## src/rtl/mem_sched_pkg.sv

```systemverilog
// mem_sched_pkg: shared widths, FSM state encoding and last-grant encoding for the buffer scheduler
// Ports: none (package only).
package mem_sched_pkg;

    localparam int DEF_DATA_WIDTH = 16;
    localparam int DEF_ADDR_WIDTH = 4;
    localparam int DEF_DEPTH      = 16;

    typedef enum logic [1:0] {
        ST_IDLE,
        ST_GRANT_WR,
        ST_GRANT_RD,
        ST_RD_CAPTURE
    } state_e;

    // Which requester received the most recent grant; drives tie-breaking.
    typedef enum logic {
        LG_WR,
        LG_RD
    } last_grant_e;

endpackage

```

## src/rtl/mem_sched_rr_arbiter2.sv

```systemverilog
// rr_arbiter2: two-requester round-robin picker with a registered last-grant record
// Ports: clk_i/rst_ni clock and async active-low reset; en_i allows a decision this cycle;
//   req_i {rd, wr} eligibility; gnt_o {rd, wr} one-hot choice (zero when disabled or idle).
module rr_arbiter2
    import mem_sched_pkg::*;
(
    input  logic       clk_i,
    input  logic       rst_ni,
    input  logic       en_i,
    input  logic [1:0] req_i,
    output logic [1:0] gnt_o
);

    last_grant_e last_q;

    // A lone requester passes straight through; a tie goes to whoever did not win last time.
    always_comb gnt_o = !en_i ? 2'b00 : (&req_i) ? (last_q == LG_RD ? 2'b01 : 2'b10) : req_i;

    // Reset to RD so the writer wins the first tie.
    always_ff @(posedge clk_i or negedge rst_ni) begin
        if (!rst_ni)
            last_q <= LG_RD;
        else if (|gnt_o)
            last_q <= gnt_o[0] ? LG_WR : LG_RD;
    end

endmodule

```

## src/rtl/mem_port_scheduler.sv

```systemverilog
// mem_port_scheduler: FIFO-style scheduler sharing one single-port word buffer between a writer and a reader
// Ports: clk_i/rst_ni clock and async active-low reset;
//   wr_req_i/wr_data_i/wr_grant_o writer handshake (one word per grant);
//   rd_req_i/rd_grant_o/rd_data_o/rd_valid_o reader handshake (data two cycles after grant);
//   mem_addr_o/mem_we_o/mem_re_o/mem_wdata_o/mem_rdata_i buffer interface (synchronous read);
//   full_o/empty_o/count_o occupancy flags and word count.
module mem_port_scheduler
    import mem_sched_pkg::*;
#(
    parameter int DATA_WIDTH = DEF_DATA_WIDTH,
    parameter int ADDR_WIDTH = DEF_ADDR_WIDTH,
    parameter int DEPTH      = DEF_DEPTH
) (
    input  logic                  clk_i,
    input  logic                  rst_ni,
    input  logic                  wr_req_i,
    input  logic [DATA_WIDTH-1:0] wr_data_i,
    output logic                  wr_grant_o,
    input  logic                  rd_req_i,
    output logic                  rd_grant_o,
    output logic [DATA_WIDTH-1:0] rd_data_o,
    output logic                  rd_valid_o,
    output logic [ADDR_WIDTH-1:0] mem_addr_o,
    output logic                  mem_we_o,
    output logic                  mem_re_o,
    output logic [DATA_WIDTH-1:0] mem_wdata_o,
    input  logic [DATA_WIDTH-1:0] mem_rdata_i,
    output logic                  full_o,
    output logic                  empty_o,
    output logic [ADDR_WIDTH:0]   count_o
);

    localparam logic [ADDR_WIDTH:0] CNT_FULL = (ADDR_WIDTH + 1)'(DEPTH);

    state_e                state_q;
    logic [ADDR_WIDTH-1:0] wr_ptr_q, rd_ptr_q, mem_addr_q;
    logic [ADDR_WIDTH:0]   count_q, count_d;
    logic [DATA_WIDTH-1:0] rd_data_q, mem_wdata_q;
    logic                  wr_grant_q, rd_grant_q, rd_valid_q, mem_we_q, mem_re_q, full_q, empty_q;
    logic [1:0]            elig, choice;

    always_comb elig = {rd_req_i && !empty_q, wr_req_i && !full_q};

    rr_arbiter2 u_arb (
        .clk_i  (clk_i),
        .rst_ni (rst_ni),
        .en_i   (state_q == ST_IDLE),
        .req_i  (elig),
        .gnt_o  (choice)
    );

    // Occupancy moves only at the end of a grant cycle, so the following IDLE sees fresh flags.
    always_comb count_d = state_q == ST_GRANT_WR ? count_q + 1'b1 :
                          state_q == ST_GRANT_RD ? count_q - 1'b1 : count_q;

    always_ff @(posedge clk_i or negedge rst_ni) begin
        if (!rst_ni) begin
            state_q     <= ST_IDLE;
            wr_ptr_q    <= '0;
            rd_ptr_q    <= '0;
            count_q     <= '0;
            full_q      <= 1'b0;
            empty_q     <= 1'b1;
            wr_grant_q  <= 1'b0;
            rd_grant_q  <= 1'b0;
            rd_valid_q  <= 1'b0;
            mem_we_q    <= 1'b0;
            mem_re_q    <= 1'b0;
            mem_addr_q  <= '0;
            mem_wdata_q <= '0;
            rd_data_q   <= '0;
        end else begin
            wr_grant_q <= 1'b0;
            rd_grant_q <= 1'b0;
            rd_valid_q <= 1'b0;
            mem_we_q   <= 1'b0;
            mem_re_q   <= 1'b0;
            count_q    <= count_d;
            full_q     <= count_d == CNT_FULL;
            empty_q    <= count_d == '0;
            case (state_q)
                ST_IDLE: begin
                    if (choice[0]) begin
                        state_q     <= ST_GRANT_WR;
                        wr_grant_q  <= 1'b1;
                        mem_we_q    <= 1'b1;
                        mem_addr_q  <= wr_ptr_q;
                        mem_wdata_q <= wr_data_i;
                    end else if (choice[1]) begin
                        state_q    <= ST_GRANT_RD;
                        rd_grant_q <= 1'b1;
                        mem_re_q   <= 1'b1;
                        mem_addr_q <= rd_ptr_q;
                    end
                end
                ST_GRANT_WR: begin
                    wr_ptr_q <= wr_ptr_q + 1'b1;
                    state_q  <= ST_IDLE;
                end
                ST_GRANT_RD: begin
                    rd_ptr_q <= rd_ptr_q + 1'b1;
                    state_q  <= ST_RD_CAPTURE;
                end
                default: begin
                    // Buffer data arrives the cycle after the read strobe.
                    rd_data_q  <= mem_rdata_i;
                    rd_valid_q <= 1'b1;
                    state_q    <= ST_IDLE;
                end
            endcase
        end
    end

    assign wr_grant_o  = wr_grant_q;
    assign rd_grant_o  = rd_grant_q;
    assign rd_data_o   = rd_data_q;
    assign rd_valid_o  = rd_valid_q;
    assign mem_addr_o  = mem_addr_q;
    assign mem_we_o    = mem_we_q;
    assign mem_re_o    = mem_re_q;
    assign mem_wdata_o = mem_wdata_q;
    assign full_o      = full_q;
    assign empty_o     = empty_q;
    assign count_o     = count_q;

endmodule

```

## config.mk

```make
export PLATFORM = sky130hd
export DESIGN_NAME = mem_port_scheduler
export DESIGN_NICKNAME = d
export VERILOG_FILES = /design/src/rtl/mem_sched_pkg.sv /design/src/rtl/mem_sched_rr_arbiter2.sv /design/src/rtl/mem_port_scheduler.sv
export SDC_FILE = /design/constraint.sdc
export NUM_CORES = 1
export LEC_CHECK = 0
export ABC_AREA = 0
export CAP_MARGIN = 20
export CORE_MARGIN = 2
export CORE_UTILIZATION = 46
export CTS_BUF_LIST = sky130_fd_sc_hd__clkbuf_4
export DETAILED_ROUTE_END_ITERATION = 10
export PLACE_DENSITY_LB_ADDON = 0.08
export SLEW_MARGIN = 25
export SYNTH_ARGS = -nofsm -noshare
export SYNTH_HDL_FRONTEND = slang
export SYNTH_SLANG_ARGS = --single-unit
```

## constraint.sdc

```tcl
create_clock -name clk_i -period 2 [get_ports clk_i]
set_clock_uncertainty 0.05 [all_clocks]
set_input_delay 0.3 -clock clk_i [delete_from_list [all_inputs] [get_ports clk_i]]
set_output_delay 0.3 -clock clk_i [all_outputs]
set_load 0.05 [all_outputs]
```

* After elaboration in Yosys (flattened, before gate mapping)
Index checks and enable logic that the tools add are counted.
** Word-level totals
- Input bits :: 36
- Bits in registers :: 57
** Cells by class
- $add $sub $neg :: 4
- Reduce and logical (&&, ||, !) cells :: 12
- Equality and inequality tests :: 4
- Mux-type cells :: 17
** Operators with widths (count)
- 2-to-1 mux 2 bit :: 5
- 2-to-1 mux 5 bit :: 2
- adder 4 x 1 -> 4 bit (second input constant) :: 2
- 2-to-1 mux 4 bit :: 2
- 2-to-1 mux 1 bit :: 7
- AND reduction 2 bit :: 3
- adder 5 x 1 -> 5 bit (second input constant) :: 1
- == test 5 bit (second input constant) :: 1
- logical NOT 5 bit :: 1
- subtractor 5 x 1 -> 5 bit (second input constant) :: 1
- one-hot mux 2 bit (2 select lines) :: 1
- != test 3 bit (second input constant) :: 1
- OR reduction 3 bit :: 1
- == test 2 x 1 -> 1 bit (second input constant) :: 1
- == test 2 bit (second input constant) :: 1
- logical AND 1 bit :: 2
- logical NOT 1 bit :: 2
- logical NOT 2 bit :: 1
- nonzero test 2 bit :: 1
- OR reduction 2 bit :: 1

* Depth between registers and ports, before layout
Gate-level depths: netlist (run 1).
- Depth after elaboration :: 8
- Gate-level depth with buffers :: 6
- Depth with buffers taken out :: 6

* Hierarchy
Synthesis (run 1) repeated with hierarchy kept, for this count alone.
** Unflattened totals
- Cells, all modules :: 175
- Area total of the unflattened synthesis :: 2397.3 um2
** By module, submodules not included
- mem_port_scheduler :: cells each 167, seq. area each 1402.6 um2, area each 2334.7 um2, instances 1
- rr_arbiter2 :: cells each 8, seq. area each 26.3 um2, area each 62.6 um2, instances 1

* Worst setup path before layout (run 1)
OpenSTA, ideal clock, no wires.
- Path kind :: register to register
- From :: reg full_q (netlist: full_o)
- To :: reg mem_wdata_q[10] (netlist: mem_wdata_o[10])
- Path buffers :: 1
- Slack :: 0.081 ns
- Period minus slack after synthesis :: 1.919 ns
- Required time :: 1.822 ns
- Arrival time :: 1.742 ns
- Cell stages (with the launch flop) :: 5
- Path through :: dfrtp_1 or4b_4 nor2_4 buf_4 mux2_1
** Between the ends
- Word-level cells in the longest chain between the ends :: 6
** RTL lines
- from (decl) :: RTL line mem_port_scheduler.sv:39 : logic wr_grant_q, rd_grant_q, rd_valid_q, mem_we_q, mem_re_q, full_q, empty_q;
- from (signal assigned) :: RTL line mem_port_scheduler.sv:62 : full_q <= 1'b0;
- from (signal assigned) :: RTL line mem_port_scheduler.sv:79 : full_q <= count_d == CNT_FULL;
- logical NOT 1 bit * :: RTL line mem_port_scheduler.sv:42 : always_comb elig = {rd_req_i && !empty_q, wr_req_i && !full_q};
- logical AND 1 bit * :: RTL line mem_port_scheduler.sv:42
- AND reduction 2 bit :: RTL line mem_sched_rr_arbiter2.sv:17 : always_comb gnt_o = !en_i ? 2'b00 : (&req_i) ? (last_q == LG_RD ? 2'b01 : 2'b10) : req_i;
- 2-to-1 mux 2 bit * (2 in a row) :: RTL line mem_sched_rr_arbiter2.sv:17
- AND reduction 2 bit (no source line) *
- to (signal assigned) :: RTL line mem_port_scheduler.sv:88 : mem_wdata_q <= wr_data_i;
- to (decl) :: RTL line mem_port_scheduler.sv:38 : logic [DATA_WIDTH-1:0] rd_data_q, mem_wdata_q;
Mark *: on every way between the ends. The rest lies on a longest branch, timed or not.
A chain may end at the register's enable or synchronous reset.

* Final worst setup path (run 1)
- From :: reg full_q (netlist: full_o)
- To :: out full_o
** RTL lines
- to (decl) :: RTL line mem_port_scheduler.sv:28 : output logic full_o,
No word-level cell between the ends.

==> run summary, run 1 <==
Status = complete, no violations
Total overflow reported by the global router = 0
Finish-stage setup viols = 0
WP data arrival = 1.58 ns
DR iter-0 viols = 59
CORE AREA = 0.00504 mm^2
Max-Cap Viols = 0
Layout cell share with drive strength beyond 1 = 13.8%
Vias per Instance = 4.86
Min-delay worst type = input port to asynchronous set/reset pin
Minimum clock period = 1.93 ns
HPWL Detailed = 3390 um
Number of global-route vias before repair = 1698
GR Util All Layers = 18.3%
Synth top area share = 58.2%
TritonCTS buffer count = 9
CP max-delay cell = clkdlybuf4s50_1
Root Buffer = clkbuf_4
CP max stage delay = 0.82 ns
Flops & latches, synth = 57
Fin. Hold Viols = 0
Synth-to-Final Area Change = 46.7%
Cell Area, Synth = 0.00236 mm^2
Die ar. = 0.00573 mm^2
WP buf/inv = 1
Family with the most delay on the worst path = buffers and inverters
Drc violations = 0
Clk slew on worst S/H paths = 0.09 ns
Synth warn = 0
First-pass GRT wire length = 7530 um
Die width = 75.7 um
Most frequent cells in the layout = clkdlybuf4s50_1 (77), dfrtp_1 (55), mux2_1 (32)
Worst skew pair latency = 0.38 ns
Cell variety after synth = 36
H-tree Lvls = 3
Fin area = 0.00347 mm^2
Placed Area = 0.00332 mm^2
Yosys top cell by area = dfrtp_1
Antenna cells = 0
Final Util = 68.8%
Seq/Total Area, Yosys = 60.5%
Fmax = 517 MHz
Post-CTS Setup Repair Bufs = 0
Reg2Reg Setup Slack = 0.24 ns
Final Slew Violations = 0
CTS sink count = 57
Worst-path fanout max = 3
Vias = 1649
Initial antenna violation count = 0
Num ports = 84
Remaining antenna violation count = 0
Nets = 304
Max clock buf depth = 2
# rows = 26
Final Wtd Congestion = 0.764
Worst Max-Slew Pin Slew = 0.524 ns
Tcrit/Tclk final = 96.6%
Commonest non-fill, non-tap cell in the layout = clkdlybuf4s50_1
Ordered list of cells on the worst path = clkdlybuf4s50_1
CTS tree = yes
Port Buf Inserts = 83
Ranking of synthesized cells by area = dfrtp_1 (58%), mux2_1 (15%), xnor2_1 (2.6%)
Critical Path Source Type = register
Worst slew margin = 64.9%
Largest net degree at the start of global routing = 49
Syn Area/Cell = 14.2 um^2
CP required = 1.65 ns
Synth Instances = 166
DRT Wirelength = 4650 um
RSZ-0062 raised after global routing = no
Post-Syn Nets = 206
DRT Pass-1 Iters = 4
Die H = 75.7 um
WL/cell = 13.7 um
Starting Density = 46.9%
Setup crit end kind = output port
Critical path class = register to output port
## through the flow
stage | setup TNS (ns) | instances | setup slack (ns) | hold slack [ns]
CTS | 0 | 339 | 0.00682 | 0.255
floorplan | 0 | 166 | 0.0809 | -0.0456
global route | 0 | 339 | 0.0115 | 0.270
finish | 0 | 339 | 0.0672 | 0.269
global placement | -0.598 | 322 | -0.0429 | 0.136
detailed placement | -1.07 | 322 | -0.0772 | 0.136
## cells in the mapped netlist
library cell,instances
dfrtp_1,55
mux2_1,32
nor2_1,7
xnor2_1,7
a22o_1,5
a21o_1,4
ha_1,4
nand2_1,4
nor3b_1,4
buf_2,3
buf_4,3
inv_1,3
nor2b_1,3
xor2_1,3
a21oi_1,2
and3_1,2
and3b_1,2
dfstp_2,2
mux2_2,2
nand3b_1,2
nand4_1,2
a21boi_0,1
a21boi_1,1
a22oi_1,1
a2bb2o_1,1
buf_6,1
mux2i_1,1
nand2b_1,1
nor2_4,1
nor3_1,1
nor4_2,1
o21ba_2,1
o32ai_1,1
or2_1,1
or2_2,1
or4b_4,1
## layer usage
| metal | GRT usage (%) | share of wire, % |
|---|---|---|
| met1 | 22.4 | 45 |
| met2 | 29.8 | 47 |
| met4 | 9.94 | 2.3 |
| met5 | 0 | 0 |
| met3 | 4.50 | 6.1 |
## cell type report
type                            count  area [um^2]
Tap cell                           70         87.6
Timing Repair Buffer               94          931
Clock inverter                      4         43.8
Clock buffer                       12         90.1
Sequential cell                    57         1430
Fill cell                         411         1580
Inverter                            3         11.3
Multi-Input combinational cell     99          875
## flip-flops by register name, indices dropped and copies added, names as in the netlist
name          cells
mem_wdata_o      16
rd_data_o        16
count_o           5
mem_addr_o        4
rd_ptr_q          4
wr_ptr_q          4
state_q           2
empty_o           1
full_o            1
mem_re_o          1
mem_we_o          1
rd_valid_o        1
u_arb.last_q      1
## worst register-to-register path: stages, from the launching register on
cell and delay, ns:
dfrtp_1 0.42, or4b_4 0.57, nor2_4 0.13, buf_12 0.16
mux2_1 0.33
## worst paths after layout
path | to | depth (start not counted) | from
max in group asynchronous | u_arb.last_q | 3 | rst_ni
worst max-delay path | full_o | 1 | full_o
worst min register to register | rd_ptr_q[3] | 1 | rd_ptr_q[3]
min in group clk_i | rd_ptr_q[3] | 1 | rd_ptr_q[3]
worst min-delay path | rd_data_o[1] | 2 | rst_ni
worst max register to register | mem_wdata_o[1] | 4 | state_q[0]
## kinds of logic after synthesis
family	after synthesis	synth area share [%]
adder cells (fa/ha/maj)	4	2.12
AND/OR/NAND/NOR	33	8.84
multiplexers	35	16.6
flip-flops	57	60.5
XOR/XNOR	10	3.71
AO/OA/AOI/OAI	17	5.72
buffers and inverters	10	2.54
## timing repair
item                                    in CTS  in global routing
endpoints found under the hold margin        9                  0
resized for setup                            2                  1
hold buffers                                 1                  0
endpoints found under the setup margin       2                  1
Power of run 1 is not shown: default switching activity piles up to over one toggle a cycle in this logic, so the estimate is an artifact.
==> run 2, diff against run 1 <==
--- a/config.mk
+++ b/config.mk
@@ -16,3 +16,4 @@
 export SYNTH_ARGS = -nofsm -noshare
 export SYNTH_HDL_FRONTEND = slang
 export SYNTH_SLANG_ARGS = --single-unit
+export TNS_END_PERCENT = 20
==> results of run 2 <==
The final DEF is identical to that of run 1; final timing and power are the same.
Power of run 2 is left out for the same reason.
==> run 3, diff against run 2 <==
--- a/config.mk
+++ b/config.mk
@@ -11,7 +11,7 @@
 export CORE_UTILIZATION = 46
 export CTS_BUF_LIST = sky130_fd_sc_hd__clkbuf_4
 export DETAILED_ROUTE_END_ITERATION = 10
-export PLACE_DENSITY_LB_ADDON = 0.08
+export PLACE_DENSITY_LB_ADDON = 0.12
 export SLEW_MARGIN = 25
 export SYNTH_ARGS = -nofsm -noshare
 export SYNTH_HDL_FRONTEND = slang
==> run summary, run 3 (synthesis results as in run 1) <==
Remaining antenna violation count = 0 (unchanged)
CP max stage delay = 0.83 ns (about the same)
DR iter-0 viols = 69 (+17%)
CORE AREA = 0.00504 mm^2 (unchanged)
DRT Wirelength = 4620 um (-0.56%)
WL/cell = 13.6 um (-0.85%)
RSZ-0062 raised after global routing = no
CP max-delay cell = clkdlybuf4s50_1
Starting Density = 46.9% (unchanged)
First-pass GRT wire length = 7460 um (-1.0%)
Number of global-route vias before repair = 1615 (-4.9%)
WP data arrival = 1.58 ns (about the same)
Die width = 75.7 um (unchanged)
Die H = 75.7 um (unchanged)
GR Util All Layers = 18.0% (-0.31 points)
WP buf/inv = 1 (unchanged)
Fmax = 518 MHz (+0.22%)
Vias per Instance = 4.94 (+1.6%)
Clk slew on worst S/H paths = 0.09 ns (about the same)
RR Startpoint = state_q[0]
# rows = 26 (unchanged)
Finish-stage setup viols = 0 (unchanged)
# fillers = 385 (-6.3%)
Status = complete, no violations
Total overflow reported by the global router = 0 (unchanged)
Layout cell share with drive strength beyond 1 = 13.7% (-0.051 points)
Family with the most delay on the worst path = buffers and inverters
Worst Max-Slew Pin Slew = 0.548 ns (+0.0239 ns)
HPWL Detailed = 3420 um (+0.80%)
Die ar. = 0.00573 mm^2 (unchanged)
H-tree Lvls = 3 (unchanged)
Fin. Hold Viols = 0 (unchanged)
Vias = 1680 (+1.9%)
Critical path class = register to output port
Minimum clock period = 1.93 ns (-0.00416 ns)
Final Slew Violations = 0 (unchanged)
Initial antenna violation count = 0 (unchanged)
Reg2Reg Setup Slack = 0.23 ns (about the same)
Antenna cells = 0 (unchanged)
Max-Cap Viols = 0 (unchanged)
Nets = 305 (+0.33%)
Root Buffer = clkbuf_4
Worst skew pair latency = 0.39 ns (about the same)
Worst path depth = 1 (unchanged)
RR Endpoint = mem_wdata_o[6]
CP required = 1.65 ns (about the same)
CTS sink count = 57 (unchanged)
Most frequent cells in the layout = clkdlybuf4s50_1 (76), dfrtp_1 (55), mux2_1 (32)
Setup crit end kind = output port
Tcrit/Tclk final = 96.4% (-0.21 points)
Max clock buf depth = 2 (unchanged)
Placed Area = 0.00334 mm^2 (+0.60%)
Largest net degree at the start of global routing = 37 (-24%)
DRT Pass-1 Iters = 4 (unchanged)
Num ports = 84 (unchanged)
Final Wtd Congestion = 0.742 (-2.9%)
CTS tree = yes
Min-delay worst type = input port to asynchronous set/reset pin
Ordered list of cells on the worst path = clkdlybuf4s50_1
Critical Path Source Type = register
Drc violations = 0 (unchanged)
Commonest non-fill, non-tap cell in the layout = clkdlybuf4s50_1
Setup total negative slack = 0 ns (unchanged)
Post-CTS Setup Repair Bufs = 0 (unchanged)
TritonCTS buffer count = 9 (unchanged)
Synth-to-Final Area Change = 50.3%
Port Buf Inserts = 83 (unchanged)
Worst slew margin = 63.4% (-1.5 points)
R2R cell count = 4 (unchanged)
Final Util = 70.4% (+1.7 points)
Worst-path fanout max = 2 (-1)
Final hold slack = 0.356 ns (+0.0871 ns)
Fin area = 0.00355 mm^2 (+2.5%)
-- run 3: changes by cell type in the layout (fill, tap and decap cells not counted) --
cell / change
clkinv_2: -1
bufinv_16: +3
clkinv_1: +1
clkbuf_4: -3
clkdlybuf4s50_1: -1
buf_12: +1
dlygate4sd2_1: +1
-- run 3: worst reg2reg max path: stages, from the launching register on --
cell and delay, ns:
dfrtp_1 0.41, or4b_4 0.56, nor2_4 0.17, buf_12 0.15, mux2_1 0.32
-- run 3: through the flow --
stage,instances,setup WS [ns]
2_1_floorplan,166,0.0809
3_3_place_gp,323,-0.0572
3_5_place_dp,323,-0.0854
4_1_cts,340,0.0210
5_1_grt,340,0.00730
6_report,340,0.0713
-- run 3: area by class of cell --
class / instances / area (um^2) / share of cell area, %
Tap cell: 70 / 87.6 / 2.47
Timing Repair Buffer: 95 / 950 / 26.7
Sequential cell: 57 / 1430 / 40.2
Clock buffer: 9 / 67.6 / 1.90
Inverter: 3 / 11.3 / 0.317
Multi-Input combinational cell: 99 / 875 / 24.6
Clock inverter: 7 / 133 / 3.73
-- run 3: how the worst max path moves through the flow --
stage                        from         endpoint  slack, ns
floorplan                  full_o  mem_wdata_o[10]       0.08
global placement         wr_req_i   mem_wdata_o[1]      -0.06
detailed placement       wr_req_i   mem_wdata_o[7]      -0.09
CTS                        full_o           full_o       0.02
global route        mem_addr_o[3]    mem_addr_o[3]      0.007
finish              rd_data_o[15]    rd_data_o[15]       0.07
-- run 3: layer usage --
| layer | GRT usage (%) | part of all wire (%) | vias to the layer above |
|---|---|---|---|
| met1 | 21.6 | 45 | 816 |
| met3 | 7.41 | 7.4 | 8 |
| met4 | 7.02 | 1.7 | 0 |
| met5 | 0 | 0 | - |
| li1 | - | - | 793 |
| met2 | 28.9 | 46 | 63 |
-- run 3: what timing repair did --
item	CTS	global route
gates resized for setup	3	1
endpoints found under the setup margin	3	1
hold buffers	1	0
gates cloned	0	0
endpoints found under the hold margin	20	0
Power of run 3 is left out for the same reason.
